## config.mk

```make
export PLATFORM = sky130hd
export DESIGN_NAME = bit_packer
export DESIGN_NICKNAME = d
export VERILOG_FILES = /design/src/rtl/bit_packer.sv
export SDC_FILE = /design/constraint.sdc
export NUM_CORES = 1
export LEC_CHECK = 0
export CORE_AREA = 2 2 39 41
export CTS_BUF_LIST = sky130_fd_sc_hd__clkbuf_8
export CTS_CLUSTER_DIAMETER = 60
export CTS_CLUSTER_SIZE = 40
export DETAILED_ROUTE_END_ITERATION = 6
export DIE_AREA = 0 0 41 43
export GPL_TIMING_DRIVEN = 0
export PLACE_DENSITY_LB_ADDON = 0.3
export SETUP_SLACK_MARGIN = 0.3
export SLEW_MARGIN = 20
export SYNTH_ARGS = -nofsm -noshare
export SYNTH_HDL_FRONTEND = slang
export SYNTH_SLANG_ARGS = --single-unit
```

## constraint.sdc

```tcl
create_clock -name clk -period 3.87 [get_ports clk]
set_input_delay 0.5805 -clock clk [delete_from_list [all_inputs] [get_ports clk]]
set_output_delay 0.5805 -clock clk [all_outputs]
set_load 0.01 [all_outputs]
```

## src/rtl/bit_packer.sv

```systemverilog
// Serial-to-parallel collector: gathers WIDTH accepted bits into a word and
// presents it on a registered valid/ready port, overlapping input with output.
module bit_packer #(
    parameter int unsigned WIDTH     = 3,
    parameter bit          MSB_FIRST = 1'b0
) (
    input  logic                         clk,
    input  logic                         rst,
    input  logic                         in_bit,
    input  logic                         in_valid,
    output logic                         in_ready,
    output logic [WIDTH-1:0]             out_vec,
    output logic                         out_valid,
    input  logic                         out_ready,
    output logic [$clog2(WIDTH+1)-1:0]   count
);

    localparam int unsigned CW = $clog2(WIDTH + 1);
    localparam logic [CW-1:0] FULL_CNT = CW'(WIDTH);
    localparam logic [CW-1:0] LAST_CNT = CW'(WIDTH - 1);

    logic [WIDTH-1:0] acc_q, acc_d, acc_ins;
    logic [CW-1:0]    cnt_q, cnt_d;
    logic [WIDTH-1:0] out_q, out_d;
    logic             out_valid_q, out_valid_d;
    logic             in_acc, out_xfer, slot_free;

    always_comb begin
        in_acc      = in_valid && (cnt_q != FULL_CNT);
        out_xfer    = out_valid_q && out_ready;
        slot_free   = !out_valid_q || out_xfer;

        acc_ins = acc_q;
        for (int unsigned i = 0; i < WIDTH; i++) begin
            if (cnt_q == CW'(MSB_FIRST ? (WIDTH - 1 - i) : i))
                acc_ins[i] = in_bit;
        end

        acc_d       = acc_q;
        cnt_d       = cnt_q;
        out_d       = out_q;
        out_valid_d = out_valid_q;

        if (out_xfer)
            out_valid_d = 1'b0;

        if (cnt_q == FULL_CNT) begin
            // Word parked in acc waits for the slot; input is stalled meanwhile.
            if (out_xfer) begin
                out_d       = acc_q;
                out_valid_d = 1'b1;
                acc_d       = '0;
                cnt_d       = '0;
            end
        end else if (in_acc) begin
            if (cnt_q == LAST_CNT) begin
                if (slot_free) begin
                    out_d       = acc_ins;
                    out_valid_d = 1'b1;
                    acc_d       = '0;
                    cnt_d       = '0;
                end else begin
                    acc_d = acc_ins;
                    cnt_d = FULL_CNT;
                end
            end else begin
                acc_d = acc_ins;
                cnt_d = cnt_q + CW'(1);
            end
        end
    end

    always_ff @(posedge clk or posedge rst) begin
        if (rst) begin
            acc_q       <= '0;
            cnt_q       <= '0;
            out_q       <= '0;
            out_valid_q <= 1'b0;
        end else begin
            acc_q       <= acc_d;
            cnt_q       <= cnt_d;
            out_q       <= out_d;
            out_valid_q <= out_valid_d;
        end
    end

    assign in_ready  = (cnt_q != FULL_CNT);
    assign out_vec   = out_q;
    assign out_valid = out_valid_q;
    assign count     = cnt_q;

endmodule

```

# Word-level counts from Yosys, hierarchy flattened
# Index checks and enable logic that the tools add are counted.
# Widths: inputs -> output; s select.
word_totals:
  regBits: 9
  input_bits: 5
  word_cells: 44
op_classes:
  add_sub_neg: 1
  n_eq_ne: 5
  n_mux: 24
  n_reduce_logical: 10
op_table:
  columns: ["op", "count"]
  rows:
  - ["$mux 3", 10]
  - ["$mux 2", 5]
  - ["$mux 1", 9]
  - ["$reduce_bool 2->1", 3]
  - ["$eq 2x2->1 const B", 2]
  - ["$ne 2x2->1 const B", 2]
  - ["$reduce_and 4->1", 1]
  - ["$add 2x1->2 const B", 1]
  - ["$eq 2x1->1 const B", 1]
  - ["$logic_and 1x1->1", 2]
  - ["$logic_not 2->1", 1]
  - ["$reduce_and 2->1", 1]
  - ["$logic_not 1->1", 1]
  - ["$logic_or 1x1->1", 1]

# Depth between registers and ports, before layout
# Gate-level depths: netlist (run 1).
depth:
  ltp_word: 6
  ltp_mapped: 4
  mapped_depth_nobuf: 3

# Worst setup path after synthesis (run 1)
# Ideal clock, no wire load.
synth_path:
  kind: "reg-to-reg"
  startpoint: "register cnt_q[0] (netlist: count[0])"
  endpoint: "register out_q[0] (netlist: out_vec[0])"
  setup_time_ns: 0.125
  arrival_ns: 1.345
  required_ns: 3.745
  setup_slack_ns: 2.401
  stages_incl_launch_ff: 5
  synth_period_minus_slack_ns: 1.469
  cell_sequence: "dfrtp_1 -> buf_4 -> nor2b_4 -> nor4b_4 -> mux2_2"
synth_via:
  elab_chain_len: 6
  elab_cells_between_ends: 15
synth_rtl:
  columns: ["item", "line", "text"]
  rows:
  - ["start, declared", "23", "logic [CW-1:0] cnt_q, cnt_d;"]
  - ["start signal, assigned", "81", "cnt_q <= cnt_d;"]
  - ["$logic_not 2->1", "35", "if (cnt_q == CW'(MSB_FIRST ? (WIDTH - 1 - i) : i))"]
  - ["$mux 1", "35", null]
  - ["$mux 3", "57", "if (slot_free) begin"]
  - ["$mux 3", "56", "if (cnt_q == LAST_CNT) begin"]
  - ["$mux 3", "55", "end else if (in_acc) begin"]
  - ["$mux 3", "47", "if (cnt_q == FULL_CNT) begin"]
  - ["end signal, assigned", "82", "out_q <= out_d;"]
  - ["end, declared", "24", "logic [WIDTH-1:0] out_q, out_d;"]
# Parallel ways exist; a longest one is shown, timed or not. The select of a mux whose other input is x is not followed.
# A chain may end at the register's enable or synchronous reset.

# Final worst setup path (run 1)
layout_path:
  startpoint: "register cnt_q[1] (netlist: count[1])"
  endpoint: "output in_ready"
layout_via:
  elab_chain_len: 1
layout_rtl:
  columns: ["item", "line", "text"]
  rows:
  - ["$ne 2x2->1", "87", "assign in_ready = (cnt_q != FULL_CNT);"]
  - ["end, declared", "11", "output logic in_ready,"]
# Every way passes these cells.

==> impl_metrics.yaml, run 1 <==
setup_path:
  required_ps: 3290
  worstPathMaxFanout: 10
  crit_path_start_kind: "flip-flop"
  endpoint_kind: "primary output"
  path_class: "flip-flop to primary output"
  worstPathArrival_ps: 1430
die:
  initial_utilization: 0.333
  die_width_um: 41
  core_area_mm2: 0.00138
  die_h_um: 43
  rows: 14
  die_area_mm2: 0.00176
  boundaryPins: 12
clock_network:
  cts_buffer_depth: 2
  h-tree-depth: 1
  post_cts_buffers: 0
  cts_tree: "yes"
  cts_resized: 0
  path_clk_slew_ps: 40
  cts_inserted_buffers: 3
  cts_sinks: 9
  insertion_delay_ps: 230
  cts_root_buffer: "clkbuf_8"
  hold_buffers: 0
sta:
  fmax_ghz: 0.497
  slew_viol_final: 0
  setup_tns_ps: 0
  min_period_ps: 2010
  timing.final.crit_share: 0.520
  rsz0062_at_grt: "false"
  relSlewSlack: 0.755
  finalHoldViolCount: 0
  clock_skew_ps: 4.29
  worst_pin_slew_ps: 365
  setup_viol: 0
status:
  status: "completed"
final_layout:
  final_cell_mix: "11 x clkdlybuf4s50_1, 9 x dfrtp_1, 4 x mux2_2"
  diodes: 0
  syn2layout_area_growth_pct: 38.0
  final_common_cell: "clkdlybuf4s50_1"
  finish.utilization: 0.459
  drive_above_1_share: 0.196
  finalNetCount: 62
global_routing:
  grt_overflow_total: 0
  grt_pass1_vias: 318
  grt_usage: 0.133
  grt_max_degree: 11
  grt_pass1_wl_mm: 1.42
  antenna_found_initial: 0
power:
  ir_drop_uv: 279
  p_leak_nw: 0.294
  power.internal_uw: 352
  swShare: 0.333
  p_switching_uw: 176
  power_frac_clock: 0.198
  seqPwrFrac: 0.307
  power.density_mw_per_mm2: 831
  comb_power_share: 0.495
route:
  first_pass_iters: 4
  drcViolationCount: 0
  routed-via-count: 350
  final_antenna_net_count: 0
  vias_per_cell: 4.86
  wl_per_cell_um: 12.1
  first_iter_violations: 5
  totalWireLength_um: 869
yosys:
  yosys.area_share.simple: 0.242
  synth_top_family_by_area: "simple AND/OR/NAND/NOR gates"
  syn_inst: 41
  synthMuxAreaShare: 0.0978
  synth.avg_cell_area_um2: 11.2
  synth_fa_ha_area_frac: 0
  synth_area_um2: 460
  ys_ff_latch: 9
  ys_seq_area_frac: 0.489
  synth_compound_area_frac: 0.139
  synth_top_cell_by_area: "dfrtp_1"
  synth-xor-area-share: 0
  netlist-cell-type-count: 20
  yosys-top-cells-area: "dfrtp_1 49%, mux2_2 9.8%, and3b_1 5.7%"
  netlist.area_leader.share: 0.489
  yosys_warnings: 0
  synth_nets: 46
placement:
  gp_congestion: 0.728
  hpwlAfterDp_um: 662
  io_buffers: 11
hold_path:
  min_path_type: "flip-flop to flip-flop"
flow_run:
  maxCapViolCount: 0
[worst paths after layout]
kind | start | end | slack, ps | cells past startpoint
worst max-delay path | count[1]$_DFFE_PP0P_ | in_ready | 1860 | 3
min in group asynchronous | rst | out_vec[2]$_DFFE_PP0P_ | 620 | 2
worst max register to register | count[1]$_DFFE_PP0P_ | out_vec[1]$_DFFE_PP0P_ | 2330 | 3
worst min-delay path | out_vec[1]$_DFFE_PP0P_ | out_vec[1]$_DFFE_PP0P_ | 500 | 1
worst min register to register | out_vec[1]$_DFFE_PP0P_ | out_vec[1]$_DFFE_PP0P_ | 500 | 1
max in group asynchronous | rst | out_valid$_DFF_PP0_ | 2980 | 2
[cells by family (layout without fill, tap and decap cells)]
family / after synthesis / in the layout
compound gates: 10 / 10
buf+inv: 3 / 18
mux: 4 / 4
simple gates: 15 / 15
flops: 9 / 9
[cell usage after synthesis]
cell      n
buf_4     1
nand2_1   3
o211ai_1  1
a22o_1    1
nor2b_4   1
o31ai_1   1
and3b_1   3
inv_1     1
o21ai_0   3
nor2_2    1
clkbuf_1  1
a21oi_1   2
a211oi_1  1
mux2_2    4
and3_1    1
dfrtp_1   9
nor2_1    3
nor4b_4   1
nor2b_1   2
a21o_1    1
[registers in the layout, indices dropped and copies added, names as in the netlist]
signal / flops
out_vec: 3
acc_q: 3
out_valid: 1
count: 2
[final cells by class]
type	instances	area (um^2)
sequential	9	225
fill	139	748
tap	16	20.0
clock inverter	1	3.75
timing repair buffer	11	110
clock buffer	3	41.3
multi-input combinational	29	220
buffer	2	11.3
inverter	1	3.75
[metrics by stage]
| stage | instances | power [mW] | setup WS, ps | hold WS, ps | cell area [um^2] |
|---|---|---|---|---|---|
| 6_report | 72 | 0.528 | 1860 | 501 | 636 |
| 5_1_grt | 72 | 0.572 | 1720 | 524 | 636 |
| 4_1_cts | 72 | 0.538 | 1830 | 508 | 636 |
| 3_5_place_dp | 68 | 0.430 | 1720 | 498 | 591 |
| 3_3_place_gp | 68 | 0.425 | 1710 | 489 | 591 |
| 2_1_floorplan | 41 | 0.328 | 2400 | 408 | 460 |
[critical path: stages (launching register included)]
cell	delay [ps]
dfrtp_1	340
clkbuf_1	300
nand2_1	80
clkdlybuf4s50_1	480
[routing by layer]
layer | part of all wire | GRT usage
met1 | 0.42 | 0.155
met2 | 0.50 | 0.169
met3 | 0.060 | 0.0942
met4 | 0.017 | 0.0800
met5 | 0 | 0
[power groups by stage]
stage / Clock (mW) / Combinational, mW / Sequential, mW
6_report: 0.105 / 0.261 / 0.162
5_1_grt: 0.115 / 0.288 / 0.169
4_1_cts: 0.109 / 0.267 / 0.163
3_5_place_dp: 0 / 0.266 / 0.164
3_3_place_gp: 0 / 0.262 / 0.162
2_1_floorplan: 0 / 0.153 / 0.175
Power figures use the tool's default switching activity.
==> run 2, diff against run 1 <==
- clock period: 3.87 -> 1.95 ns (I/O delays scaled with it)
==> impl_metrics.yaml, run 2 (synthesized netlist as in run 1, its figures left out) <==
die:
  die_h_um: 43
  core_area_mm2: 0.00138
  initial_utilization: 0.333
  die_area_mm2: 0.00176
  boundaryPins: 12
  rows: 14
  die_width_um: 41
hold_path:
  min_path_type: "input port to async pin"
setup_path:
  crit_path_start_kind: "flip-flop"
  worstPathMaxFanout: 10
  path_class: "flip-flop to flip-flop"
  endpoint_kind: "flip-flop"
  worstPathArrival_ps: 1700
  required_ps: 2060
sta:
  rsz0062_at_grt: "true"
  slew_viol_final: 0
  setup_ws_ps: 358
  min_period_ps: 1590
  worst_pin_slew_ps: 369
  finalHoldViolCount: 0
  fmax_ghz: 0.628
  setup_tns_ps: 0
  clock_skew_ps: 4.45
  relSlewSlack: 0.753
  setup_viol: 0
  timing.final.crit_share: 0.817
final_layout:
  diodes: 0
  syn2layout_area_growth_pct: 38.6
  finalNetCount: 62
  stdcell_area_um2: 638
  final_common_cell: "clkdlybuf4s50_1"
  drive_above_1_share: 0.214
  final_cell_mix: "10 x clkdlybuf4s50_1, 9 x dfrtp_1, 4 x mux2_2"
route:
  totalWireLength_um: 879
  final_antenna_net_count: 0
  wl_per_cell_um: 12.2
  drcViolationCount: 0
  routed-via-count: 351
  first_pass_iters: 4
  vias_per_cell: 4.88
  first_iter_violations: 3
global_routing:
  grt_usage: 0.134
  antenna_found_initial: 0
  grt_max_degree: 11
  grt_pass1_wl_mm: 1.44
  grt_pass1_vias: 325
  grt_overflow_total: 0
clock_network:
  path_clk_slew_ps: 50
  cts_buffer_depth: 2
  cts_root_buffer: "clkbuf_8"
  hold_buffers: 0
  h-tree-depth: 1
  cts_tree: "yes"
  insertion_delay_ps: 230
  cts_inserted_buffers: 3
  cts_sinks: 9
power:
  ir_drop_uv: 565
  power.density_mw_per_mm2: 1650
  p_leak_nw: 0.297
status:
  status: "completed"
placement:
  dpl-instance-area_um2: 591
  pre_cts_ws_ps: 87.7
  hpwlAfterDp_um: 662
  io_buffers: 11
  gp_congestion: 0.728
flow_run:
  maxCapViolCount: 0
==> run 2: cell count changes in the layout (fill, tap and decap cells not counted), sizes merged <==
| cell | delta |
|---|---|
| clkdlybuf4s50 | -1 |
| dlygate4sd2 | +1 |
==> run 2: worst max-delay path: stages, from the launching register on <==
cell and delay (ps):
dfrtp_1 370, buf_4 170, nor2b_4 150, nor4b_4 410, mux2_2 380
==> run 2: power breakdown <==
| group | total, mW | switching, mW | internal [mW] |
|---|---|---|---|
| registers | 0.322 | 0.0513 | 0.271 |
| clock network | 0.208 | 0.0708 | 0.137 |
| logic | 0.521 | 0.227 | 0.293 |
| total | 1.05 | 0.350 | 0.701 |
==> run 2: what timing repair did <==
item	4_1_cts	5_1_grt
setup endpoints to repair	1	3
pin swaps	0	1
setup buffers	0	0
gates resized for setup	3	0
==> run 2: routing by layer <==
metal | routed length (um) | track usage
met3 | 55 | 0.0942
met1 | 363 | 0.155
met2 | 445 | 0.172
met5 | 0 | 0
met4 | 15 | 0.0800
==> run 2: final cells by class <==
class | count | area, um^2
Clock inverter | 1 | 3.75
Tap cell | 16 | 20.0
Multi-Input combinational cell | 29 | 220
Sequential cell | 9 | 225
Clock buffer | 3 | 41.3
Inverter | 1 | 3.75
Buffer | 2 | 15.0
Timing Repair Buffer | 11 | 109
Fill cell | 140 | 746
==> run 2: per-stage QoR <==
step	util	cells	total power, mW	hold slack (ps)
after floorplan	-	41	0.651	120
after global placement	0.427	68	0.843	489
after detailed placement	0.427	68	0.853	498
after CTS	0.461	72	1.07	349
after global routing	0.461	72	1.14	382
final	0.461	72	1.05	336
==> run 2: final timing paths <==
check                                             from                endpoint  slack, ps  depth (start not counted)
worst max-delay path              count[0]$_DFFE_PP0P_  out_vec[1]$_DFFE_PP0P_        360                          4
worst min-delay path                               rst  out_vec[2]$_DFFE_PP0P_        340                          2
worst max register to register    count[0]$_DFFE_PP0P_  out_vec[1]$_DFFE_PP0P_        360                          4
worst min register to register  out_vec[1]$_DFFE_PP0P_  out_vec[1]$_DFFE_PP0P_        500                          1
max in group asynchronous                          rst     out_valid$_DFF_PP0_       1340                          2
min in group clk                out_vec[1]$_DFFE_PP0P_  out_vec[1]$_DFFE_PP0P_        500                          1
==> variant, RTL diff (settings of run 2) <==
`MSB_FIRST`: 1'b0 -> 1'b1.
--- a/src/rtl/bit_packer.sv
+++ b/src/rtl/bit_packer.sv
@@ -2,7 +2,7 @@
 // presents it on a registered valid/ready port, overlapping input with output.
 module bit_packer #(
     parameter int unsigned WIDTH     = 3,
-    parameter bit          MSB_FIRST = 1'b0
+    parameter bit          MSB_FIRST = 1'b1
 ) (
     input  logic                         clk,
     input  logic                         rst,
Check against the original RTL: not equivalent (Yosys sat finds a counterexample within 4 cycles, from zero or initial values and one cycle with rst high).
==> variant against run 2 <==
Count of clock-buffer cells in the layout did not move. Clock skew rose by 0.0035 ns. Clock power rose by 3%. Area after synthesis rose by 0.54%. Sequential cell count did not move. Final area rose by 2.5%. Setup slack improved by 0.021 ns. Total power rose by 2.6%. Core utilization rose by 1.2 points. Wire length rose by 13%. Highest routed layer unchanged.
==> variant: results (changes against run 2) <==
Layout
The layout net count came to 65 (was 62). The number of inserted diodes is 0 (unchanged). The portion of the layout cell area used by non-clock buffers was 0.212 (was 0.194). The count of buffers not belonging to the clock network in the layout is 15 (was 13).

The number of logic inverters in the finished layout is 2 (was 1). The share of the final layout cell area in multi-input gates was 0.333 (was 0.345). The area overhead of the layout relative to synthesis is 41.4% (was 38.6%). The share of final layout cell area taken by clock buffers and inverters is 0.0688 (was 0.0706). The combined area of the multi-input logic cells came to 218 µm² (was 220 µm²).

The number of fill cells in the layout is 147 (was 140). The share of layout cells above drive strength 1 was 0.288 (was 0.214).

Synthesis
The number of warning messages in the yosys log came to 0 (unchanged). Dominant cells by area after synthesis: sky130_fd_sc_hd__dfrtp_1, sky130_fd_sc_hd__mux2_2, sky130_fd_sc_hd__a21o_2 (was sky130_fd_sc_hd__dfrtp_1, sky130_fd_sc_hd__mux2_2, sky130_fd_sc_hd__and3b_1). The post-synth net total is 47 (was 46).

Most common library cells after synthesis: sky130_fd_sc_hd__dfrtp_1, sky130_fd_sc_hd__mux2_2, sky130_fd_sc_hd__nand2_1 (was sky130_fd_sc_hd__dfrtp_1, sky130_fd_sc_hd__mux2_2). The sequential fraction of the synthesis area is 0.486 (was 0.489). The number of library cell types mapped by synthesis is 21 (was 20).

Worst setup path
The peak fanout along the critical path is 6 (was 10). The critical path arrival is 1.68 ns (was 1.70 ns). The family of cells with the greatest summed delay on the critical path is buffers and inverters (was simple AND/OR/NAND/NOR gates). The slowest stage cell on the critical path is sky130_fd_sc_hd__clkdlybuf4s50_1 (was sky130_fd_sc_hd__nor4b_4).

The peak per-stage delay on the critical path is 0.56 ns (was 0.41 ns).

Placed design
The placed cell area is 593 µm² (was 591 µm²). The post-detailed-placement half-perimeter wirelength is 689 µm (was 662 µm). The final weighted congestion in routability-driven placement is 0.834 (was 0.728).

Power
The maximum vdd ir drop came to 791 µV (was 565 µV). The final total power was 1.08 mW (was 1.05 mW). The share of total power consumed by net switching is 0.340 (was 0.333). The combinational-cell power consumption is 0.541 mW (was 0.521 mW). The leakage power is 0.309 nW (was 0.297 nW).

Timing
The final clock skew is 0.00795 ns (was 0.00445 ns). The remaining max-slew budget at the tightest pin was 0.764 (was 0.753).

Detailed routing
The via density per instance is 5.21 (was 4.88). The number of detailed-route iterations in the first pass is 2 (was 4). The violation count after the first detailed-routing iteration is 2 (was 3). The total wirelength of the detailed-routed design is 996 µm (was 879 µm).

GRT
The via count of the first global-routing pass was 408 (was 325). The global-route wire length before repair is 1630 µm (was 1440 µm). The overall fraction of global-route tracks in use is 0.146 (was 0.134).

Status
Status: completed (unchanged).

Worst hold path
The classification of the worst-slack hold path is primary input to asynchronous set/reset pin (unchanged).
## variant: layer usage
layer	track usage	vias to the layer above	part of all wire
met4	0.0800	0	0.031
met1	0.158	193	0.44
met2	0.216	9	0.46
met3	0.0838	4	0.061
li1	-	185	-
met5	0	-	0
## variant: path summary, 6_finish.rpt
check / depth (start not counted) / startpoint / to / slack [ns]
setup / recovery: 5 / in_valid / out_vec[1]$_DFFE_PP0P_ / 0.38
hold / removal: 2 / rst / out_vec[0]$_DFFE_PP0P_ / 0.32
setup reg to reg: 5 / count[0]$_DFFE_PP0P_ / out_vec[1]$_DFFE_PP0P_ / 0.56
hold reg to reg: 1 / acc_q[2]$_DFFE_PP0P_ / acc_q[2]$_DFFE_PP0P_ / 0.48
max in group asynchronous: 2 / rst / count[0]$_DFFE_PP0P_ / 1.37
min in group clk: 1 / acc_q[2]$_DFFE_PP0P_ / acc_q[2]$_DFFE_PP0P_ / 0.48
## variant: metrics by stage
stage,worst slack [ns],cells
finish,0.378,75
floorplan,0.585,42
global route,0.353,75
CTS,0.322,74
global placement,0.110,69
detailed placement,0.0797,69
## variant: repair_timing
action,4_1_cts,5_1_grt
gates resized for setup,2,0
hold endpoints to repair,0,0
buffers inserted,1,1
endpoints found under the setup margin,1,1
pin swaps,0,1
## variant: cells by family after synthesis
family,count (synthesis),share of synthesized area
compound gates,13,0.208
simple gates,12,0.165
buf+inv,4,0.0432
flops,9,0.486
mux,4,0.0973
## variant: worst reg2reg max path, cell delays in order, from the launching register on
cell and delay [ns]:
sky130_fd_sc_hd__dfrtp_1 0.34, sky130_fd_sc_hd__buf_4 0.13, sky130_fd_sc_hd__o21ai_0 0.10, sky130_fd_sc_hd__a211oi_2 0.20
sky130_fd_sc_hd__buf_4 0.17, sky130_fd_sc_hd__mux2_2 0.33
